**config.mk**
```make
export PLATFORM = sky130hd
export DESIGN_NAME = mem_port_arbiter
export DESIGN_NICKNAME = d
export VERILOG_FILES = /design/src/rtl/mem_arb_pkg.sv /design/src/rtl/mem_burst_addr_gen.sv /design/src/rtl/mem_port_arbiter.sv
export SDC_FILE = /design/constraint.sdc
export NUM_CORES = 1
export LEC_CHECK = 0
export CAP_MARGIN = 20
export CORE_UTILIZATION = 32
export CTS_BUF_LIST = sky130_fd_sc_hd__clkbuf_2
export CTS_CLUSTER_SIZE = 25
export DETAILED_ROUTE_END_ITERATION = 16
export MAX_ROUTING_LAYER = met4
export PLACE_DENSITY = 0.8
export SETUP_SLACK_MARGIN = 0.3
export SLEW_MARGIN = 30
export SYNTH_ARGS = -nofsm -noshare
export SYNTH_HDL_FRONTEND = slang
export SYNTH_SLANG_ARGS = --single-unit
```
**constraint.sdc**
```tcl
create_clock -name clock -period 2.1 [get_ports clock]
set_input_delay 0.21 -clock clock [delete_from_list [all_inputs] [get_ports clock]]
set_output_delay 0.21 -clock clock [all_outputs]
set_load 0.01 [all_outputs]
```
**src/rtl/mem_arb_pkg.sv**
```systemverilog
// Shared encodings for the memory port arbiter: burst sizes, FSM states,
// rw encoding, port identifiers and burst-length helpers.
package mem_arb_pkg;

    localparam logic [1:0] SIZE_1  = 2'b00;
    localparam logic [1:0] SIZE_4  = 2'b01;
    localparam logic [1:0] SIZE_8  = 2'b10;
    localparam logic [1:0] SIZE_16 = 2'b11;

    // Memory rw encoding: 1 = read, 0 = write
    localparam logic RW_READ  = 1'b1;
    localparam logic RW_WRITE = 1'b0;

    localparam logic [1:0] ST_IDLE  = 2'b00;
    localparam logic [1:0] ST_BURST = 2'b01;
    localparam logic [1:0] ST_DRAIN = 2'b10;

    localparam logic PORT_IF = 1'b0;
    localparam logic PORT_D  = 1'b1;

    // Number of words in a burst of the given size encoding
    function automatic logic [4:0] burst_len(input logic [1:0] size);
        case (size)
            SIZE_1:  return 5'd1;
            SIZE_4:  return 5'd4;
            SIZE_8:  return 5'd8;
            default: return 5'd16;
        endcase
    endfunction

    // Index of the final beat (len-1); always fits the 4-bit beat counter
    function automatic logic [3:0] burst_last_beat(input logic [1:0] size);
        case (size)
            SIZE_1:  return 4'd0;
            SIZE_4:  return 4'd3;
            SIZE_8:  return 4'd7;
            default: return 4'd15;
        endcase
    endfunction

endpackage

```
**src/rtl/mem_burst_addr_gen.sv**
```systemverilog
// Burst address generator: holds the word-aligned base and beat counter,
// produces base + 4*beat (wrapping modulo 2^ADDR_WIDTH) and a last-beat flag.
module mem_burst_addr_gen
    import mem_arb_pkg::*;
#(
    parameter int ADDR_WIDTH = 32
) (
    input  logic                  clock,
    input  logic                  reset_n,
    input  logic                  load,
    input  logic [ADDR_WIDTH-1:0] base_in,
    input  logic [1:0]            size_in,
    input  logic                  advance,
    output logic [ADDR_WIDTH-1:0] address,
    output logic                  last
);

    localparam logic [ADDR_WIDTH-1:0] ALIGN_MASK = {{(ADDR_WIDTH-2){1'b1}}, 2'b00};

    logic [ADDR_WIDTH-1:0] base_q;
    logic [3:0]            beat_q;
    logic [3:0]            last_beat_q;

    // Capture base/length on a new grant; step the beat on each accepted beat
    always_ff @(posedge clock or negedge reset_n) begin
        if (!reset_n) begin
            base_q      <= '0;
            beat_q      <= '0;
            last_beat_q <= '0;
        end else if (load) begin
            base_q      <= base_in & ALIGN_MASK;
            beat_q      <= '0;
            last_beat_q <= burst_last_beat(size_in);
        end else if (advance) begin
            beat_q      <= beat_q + 4'd1;
        end
    end

    assign last    = (beat_q == last_beat_q);
    assign address = base_q + {{(ADDR_WIDTH-6){1'b0}}, beat_q, 2'b00};

endmodule

```
**src/rtl/mem_port_arbiter.sv**
```systemverilog
// Shares the single-port memory between the ifetch (read-only) and load/store
// ports: round-robin-on-tie arbitration, burst sequencing with busy stalls,
// and a registered read-return path with per-port valid/done strobes.
module mem_port_arbiter
    import mem_arb_pkg::*;
#(
    parameter int DATA_WIDTH = 32,
    parameter int ADDR_WIDTH = 32
) (
    input  logic                  clock,
    input  logic                  reset_n,
    input  logic                  i_req,
    input  logic [ADDR_WIDTH-1:0] i_addr,
    input  logic [1:0]            i_size,
    output logic                  i_gnt,
    output logic                  i_rvalid,
    output logic [DATA_WIDTH-1:0] i_rdata,
    output logic                  i_done,
    input  logic                  d_req,
    input  logic                  d_rw,
    input  logic [ADDR_WIDTH-1:0] d_addr,
    input  logic [1:0]            d_size,
    input  logic [DATA_WIDTH-1:0] d_wdata,
    output logic                  d_gnt,
    output logic                  d_wready,
    output logic                  d_rvalid,
    output logic [DATA_WIDTH-1:0] d_rdata,
    output logic                  d_done,
    output logic [ADDR_WIDTH-1:0] mem_address,
    output logic [DATA_WIDTH-1:0] mem_data_in,
    output logic [1:0]            mem_access_size,
    output logic                  mem_rw,
    output logic                  mem_enable,
    input  logic                  mem_busy,
    input  logic [DATA_WIDTH-1:0] mem_data_out
);

    logic [1:0]            state_q;
    logic                  ptr_q;     // port that wins a tie
    logic                  owner_q;   // port owning the current burst
    logic                  rw_q;
    logic [1:0]            size_q;
    logic                  rv_q;      // read beat accepted last cycle
    logic                  in_idle, in_burst, in_drain;
    logic                  win_d, start, accept, last;
    logic [ADDR_WIDTH-1:0] gen_address;

    assign in_idle  = (state_q == ST_IDLE);
    assign in_burst = (state_q == ST_BURST);
    assign in_drain = (state_q == ST_DRAIN);

    // Data port wins when alone or when it holds the tie pointer. Grant is
    // gated by reset_n so outputs stay quiet while reset is asserted.
    assign win_d  = d_req && (!i_req || ptr_q == PORT_D);
    assign start  = reset_n && in_idle && (i_req || d_req);
    assign accept = in_burst && !mem_busy;

    mem_burst_addr_gen #(.ADDR_WIDTH(ADDR_WIDTH)) u_addr_gen (
        .clock   (clock),
        .reset_n (reset_n),
        .load    (start),
        .base_in (win_d ? d_addr : i_addr),
        .size_in (win_d ? d_size : i_size),
        .advance (accept),
        .address (gen_address),
        .last    (last)
    );

    // FSM, arbitration pointer, burst attributes and read-return strobe
    always_ff @(posedge clock or negedge reset_n) begin
        if (!reset_n) begin
            state_q <= ST_IDLE;
            ptr_q   <= PORT_D;
            owner_q <= PORT_IF;
            rw_q    <= 1'b0;
            size_q  <= 2'b00;
            rv_q    <= 1'b0;
        end else begin
            rv_q <= accept && (rw_q == RW_READ);
            case (state_q)
                ST_IDLE: begin
                    if (start) begin
                        state_q <= ST_BURST;
                        owner_q <= win_d ? PORT_D : PORT_IF;
                        ptr_q   <= win_d ? PORT_IF : PORT_D;
                        rw_q    <= win_d ? d_rw : RW_READ;
                        size_q  <= win_d ? d_size : i_size;
                    end
                end
                ST_BURST: begin
                    if (accept && last)
                        state_q <= (rw_q == RW_READ) ? ST_DRAIN : ST_IDLE;
                end
                default: state_q <= ST_IDLE;
            endcase
        end
    end

    assign i_gnt = start && !win_d;
    assign d_gnt = start && win_d;

    assign mem_enable      = in_burst;
    assign mem_address     = in_burst ? gen_address : '0;
    assign mem_access_size = size_q;
    assign mem_rw          = rw_q;
    assign mem_data_in     = (in_burst && rw_q == RW_WRITE) ? d_wdata : '0;

    // Only the data port ever writes, so no owner qualification is needed
    assign d_wready = accept && (rw_q == RW_WRITE);

    assign i_rvalid = rv_q && (owner_q == PORT_IF);
    assign d_rvalid = rv_q && (owner_q == PORT_D);
    assign i_rdata  = i_rvalid ? mem_data_out : '0;
    assign d_rdata  = d_rvalid ? mem_data_out : '0;

    assign i_done = in_drain && (owner_q == PORT_IF);
    assign d_done = (in_drain && owner_q == PORT_D) || (d_wready && last);

endmodule

```
Yosys cells after proc, flatten, opt, wreduce, memory -nomap -nowiden
Cells that the tools add are included.

Input port bits: 138. Register bits: 46. Word-level logic and storage cells: 62.

$add $sub $neg: 2. Equal/unequal tests: 7. Reduce and logical (&&, ||, !) cells: 26. Mux-type cells: 16. Bitwise operators: 2.

Operator list (number): 2-to-1 mux 32 bit (5); adder 32 x 6 -> 32 bit (1); logical AND 1 bit (15); case mux 4 bit (3 select lines) (1); 2-to-1 mux 2 bit (4); 2-to-1 mux 4 bit (2); adder 4 x 1 -> 4 bit (second input constant) (1); equality test 2 x 1 -> 1 bit (second input constant) (2); equality test 2 bit (second input constant) (2); equality test 4 bit (1); zero test 2 bit (2); != test 2 x 1 -> 1 bit (second input constant) (2); case mux 2 bit (2 select lines) (1); AND reduction 2 bit (2); zero test 1 bit (3); logical OR 1 bit (3); 2-to-1 mux 1 bit (3); NOT 1 bit (2); nonzero test 2 bit (1).

Logic depth before layout (Yosys ltp)
Word-level depth: 6. Gate-level depth with buffers: 9. Mapped depth without buffers: 8.

Cells and area by module
A second synthesis with hierarchy kept.

Cell total of the unflattened synthesis: 421. Area total of the unflattened synthesis: 3967.6 sq um.

Modules (own cells, without submodules): mem_burst_addr_gen (sequential area each 925.9 sq um, cells an instance 198, area an instance 2235.9 sq um, instances 1); mem_port_arbiter (sequential area each 201.4 sq um, cells an instance 223, area an instance 1731.7 sq um, instances 1).

Least setup slack after synthesis
OpenSTA, ideal clock, no wires.

Path kind: register to output. From: register u_addr_gen.beat_q[0]. To: output mem_address[10]. Required time: 1890 ps. Data arrival time: 2250 ps. Path slack: -360 ps. Cell stages (with the launch flop): 10. Path buffers: 1. Cells stage by stage: dfrtp_1 -> ha_1 -> inv_1 -> fa_1 -> nor2b_1 -> o21ai_2 -> and2_1 -> buf_2 -> or3_1 -> a21oi_1.

Word-level cells in the longest chain between the ends: 2.

RTL lines: from (decl) (RTL line mem_burst_addr_gen.sv:21) `logic [3:0] beat_q;`; from (signal assigned) (RTL line mem_burst_addr_gen.sv:35) `beat_q <= beat_q + 4'd1;`; adder 32 x 6 -> 32 bit (RTL line mem_burst_addr_gen.sv:40) `assign address = base_q + {{(ADDR_WIDTH-6){1'b0}}, beat_q, 2'b00};`; 2-to-1 mux 32 bit (RTL line mem_port_arbiter.sv:103) `assign mem_address = in_burst ? gen_address : '0;`; to (decl) (RTL line mem_port_arbiter.sv:29) `output logic [ADDR_WIDTH-1:0] mem_address,`.

Every way passes these cells.

Final worst setup path
From: register u_addr_gen.base_q[2]. To: output mem_address[30].

Word-level cells in the longest chain between the ends: 2.

RTL lines: from (decl) (RTL line mem_burst_addr_gen.sv:20) `logic [ADDR_WIDTH-1:0] base_q;`; from (signal assigned) (RTL line mem_burst_addr_gen.sv:31) `base_q <= base_in & ALIGN_MASK;`; adder 32 x 6 -> 32 bit (RTL line mem_burst_addr_gen.sv:40); 2-to-1 mux 32 bit (RTL line mem_port_arbiter.sv:103).

Every way passes these cells.

==> results_dict.tcl <==
set metrics [dict create \
    drv_slew 0 \
    grt_max_degree 67 \
    final_cells 949 \
    critPathKind "reg -> out" \
    setup_viol 28 \
    synth-xor-area-share_pct 5.73 \
    violations "negative setup slack" \
    dr_total_vias 4883 \
    hold_class "in -> async" \
    ant_nets 0 \
    yosysWarnings 0 \
    fin_ws_ns -0.626 \
    p_leak_uw 0.00383 \
    worstMarginPinSlew_ns 0.604 \
    synth_top_family_by_area "simple AND/OR/NAND/NOR gates" \
    fill_cells 741 \
    multi_input_area_um2 2990 \
    cpLargestDelayFamily "adder cells" \
    clk_latency_ns 0.40 \
    antenna_found_initial 3 \
    vias_per_cell 5.15 \
    skew_ns 0.0184 \
    required_ns 1.89 \
    drtIter0Drc 237 \
    status "complete, but fails checks" \
    path_clk_slew_ns 0.22 \
    die-area_um2 11900 \
    dpl-instance-area_um2 6850 \
    finalCritPeriodShare_pct 130 \
    layout_commonest_cell "clkdlybuf4s50_1" \
    fmax_mhz 367 \
    critical_path.startpoint_type "register" \
    drc_errors 0 \
    cp_data_arrival_time_ns 2.52 \
    cts_tree "built" \
    gp_congestion 0.862 \
    synth_top_area_cell "dfrtp_1" \
    cts.path.max_buffers 2 \
    io_pins 277 \
    slowest_delay_ns 0.43 \
    synthAdderAreaFrac_pct 2.25 \
    root_buffer "clkbuf_2" \
    synth.distinct_cells 45 \
    synth_top_area_share_pct 30.0 \
    avgSynthCellArea_um2 8.10 \
    synth_edf_count 0 \
    synth-compound-area-share_pct 12.9 \
    wl_per_cell_um 19.8 \
    drive_gt1_share_pct 48.6 \
    maxSlewHeadroom_pct 59.7 \
    max_cap_violations 0 \
    path_cells "ha_2, inv_2, fa_2, nor2b_4, o21ai_4, buf_6, a2111oi_4, xnor2_1, nor2_1, buf_2" \
    synth_area_um2 3670 \
    area_growth_pct 125 \
    placed_cells 873 \
    yosysSeqAreaShare_pct 30.7 \
    rsz0062_at_grt "yes" \
    rows 38 \
    die_w_um 109 \
    grt_pass1_wl_um 24900 \
    crit_path_max_fanout 8 \
    total_power_uw 9200 \
    core_area_um2 11000 \
    hold_viol_final 0 \
    post-dp-hpwl_um 11800 \
    powerDensity_nw_per_um2 1120 \
    register_area_um2 1130 \
    synthCells 453 \
    cp-end-kind "output pin" \
    ys.flop_type "dfrtp_1" \
    firstDrtPassIters 4 \
    muxShareOfSynthArea_pct 8.73 \
    cts.sinks 45 \
    io_buffers 270 \
    die_y_um 109 \
    track_usage_pct 28.0 \
    overflow 0 \
    grt_pass1_vias 4744 \
    path_buf_inv 3 \
    fin_crit_ns 2.73 \
    design_area_um2 8250 \
    start_util_pct 33.4 \
    netlist_top_cells_area "dfrtp_1 30%, and3_1 11%, mux2i_1 8.7%, and2_1 6.1%, o21ai_0 5.9%" \
    ys_seq_elements 45 \
    nNetsFinal 949 \
    ir_drop_v 0.000665 \
    slowest_stage "dfrtp_1" \
    synth-simple-area-share_pct 34.1 \
    cts_buffers 5 \
    layout_common_cells "134 x clkdlybuf4s50_1, 119 x buf_6, 56 x buf_4" \
    ys_async_sr_fraction_pct 100 \
    h-tree-depth 2 \
    routed_wl_um 18700 \
]
[kinds of logic (layout without fill, tap and decap cells)]
logic type | Yosys count | after routing
buf+inv | 49 | 401
simple gates | 222 | 222
xor+xnor | 24 | 24
fa+ha+maj | 6 | 6
other cells | 1 | 5
mux | 32 | 32
compound gates | 74 | 74
flops | 45 | 45
[stage by stage]
step	hold WS [ns]	setup WS, ns	setup TNS [ns]	utilization [%]
final	0.339	-0.626	-13.91	75.1
after global routing	0.303	-0.791	-18.29	75.1
after CTS	0.317	-0.646	-13.23	69.3
after detailed placement	0.202	-0.598	-11.09	62.4
after global placement	0.193	-0.499	-9.59	62.4
after floorplan	-0.0856	-0.156	-0.797	-
[state kept, by name, indices dropped and copies added (netlist names)]
signal	flops
owner_q	1
mem_rw	1
u_addr_gen.beat_q	4
u_addr_gen.last_beat_q	3
ptr_q	1
state_q	2
u_addr_gen.base_q	30
mem_access_size	2
rv_q	1
[routing by layer]
metal / global-route usage, % / share of wire (%) / wire length, µm / up-vias
met1: 30.5 / 37 / 6940 / 2347
met5: - / 0 / 0 / -
met3: 6.04 / 6.3 / 1170 / 36
met2: 50.7 / 54 / 10100 / 206
met4: 8.11 / 2.8 / 527 / 0
li1: - / - / - / 2294
[Yosys cell counts, types with 2 or more instances]
library cell	count
buf_4	2
a2111oi_2	3
and3_1	66
mux2i_1	32
or3_1	7
and4_4	2
nor2b_1	4
ha_1	5
and4_1	3
dfrtp_1	44
o21ai_0	43
xor2_1	3
and2_1	36
a211oi_1	5
inv_1	10
nor3_1	7
nand2_1	43
nor2_1	32
a21oi_1	11
nand3_1	7
xnor2_1	21
a21o_1	3
clkbuf_1	28
nand4_1	4
nor3b_1	4
nor4_2	3
buf_2	7
[power breakdown]
part | switching, µW | internal (µW) | total, µW
Combinational | 3170 | 3970 | 7130
Sequential | 330 | 1250 | 1580
Clock | 283 | 203 | 486
[path summary, 6_finish.rpt]
kind,startpoint,end,slack [ns],cells after the start
max in group asynchronous,reset_n,state_q[0]$_DFFE_PN0P_,1.16,3
max,u_addr_gen.base_q[2]$_DFFE_PN0P_,mem_address[30],-0.63,10
min reg2reg,u_addr_gen.base_q[31]$_DFFE_PN0P_,u_addr_gen.base_q[31]$_DFFE_PN0P_,0.53,2
min,reset_n,ptr_q$_DFFE_PN1P_,0.34,2
min in group clock,d_addr[24],u_addr_gen.base_q[24]$_DFFE_PN0P_,0.39,3
max reg2reg,state_q[0]$_DFFE_PN0P_,u_addr_gen.base_q[2]$_DFFE_PN0P_,0.45,6
[what timing repair did]
item	4_1_cts	5_1_grt
gates resized for setup	592	215
pin swaps	74	41
endpoints found under the hold margin	45	0
gates cloned	6	8
hold buffers	1	0
setup endpoints to repair	134	133
buffers inserted	39	11
[layout make-up]
| class | count | share of cell area (%) |
|---|---|---|
| Tap cell | 140 | 2.12 |
| Clock inverter | 2 | 0.409 |
| Multi-Input combinational cell | 360 | 36.3 |
| Inverter | 11 | 0.591 |
| Timing Repair Buffer | 382 | 46.5 |
| Antenna cell | 3 | 0.0910 |
| Sequential cell | 45 | 13.7 |
| Clock buffer | 6 | 0.364 |
Power figures use the tool's default switching activity.
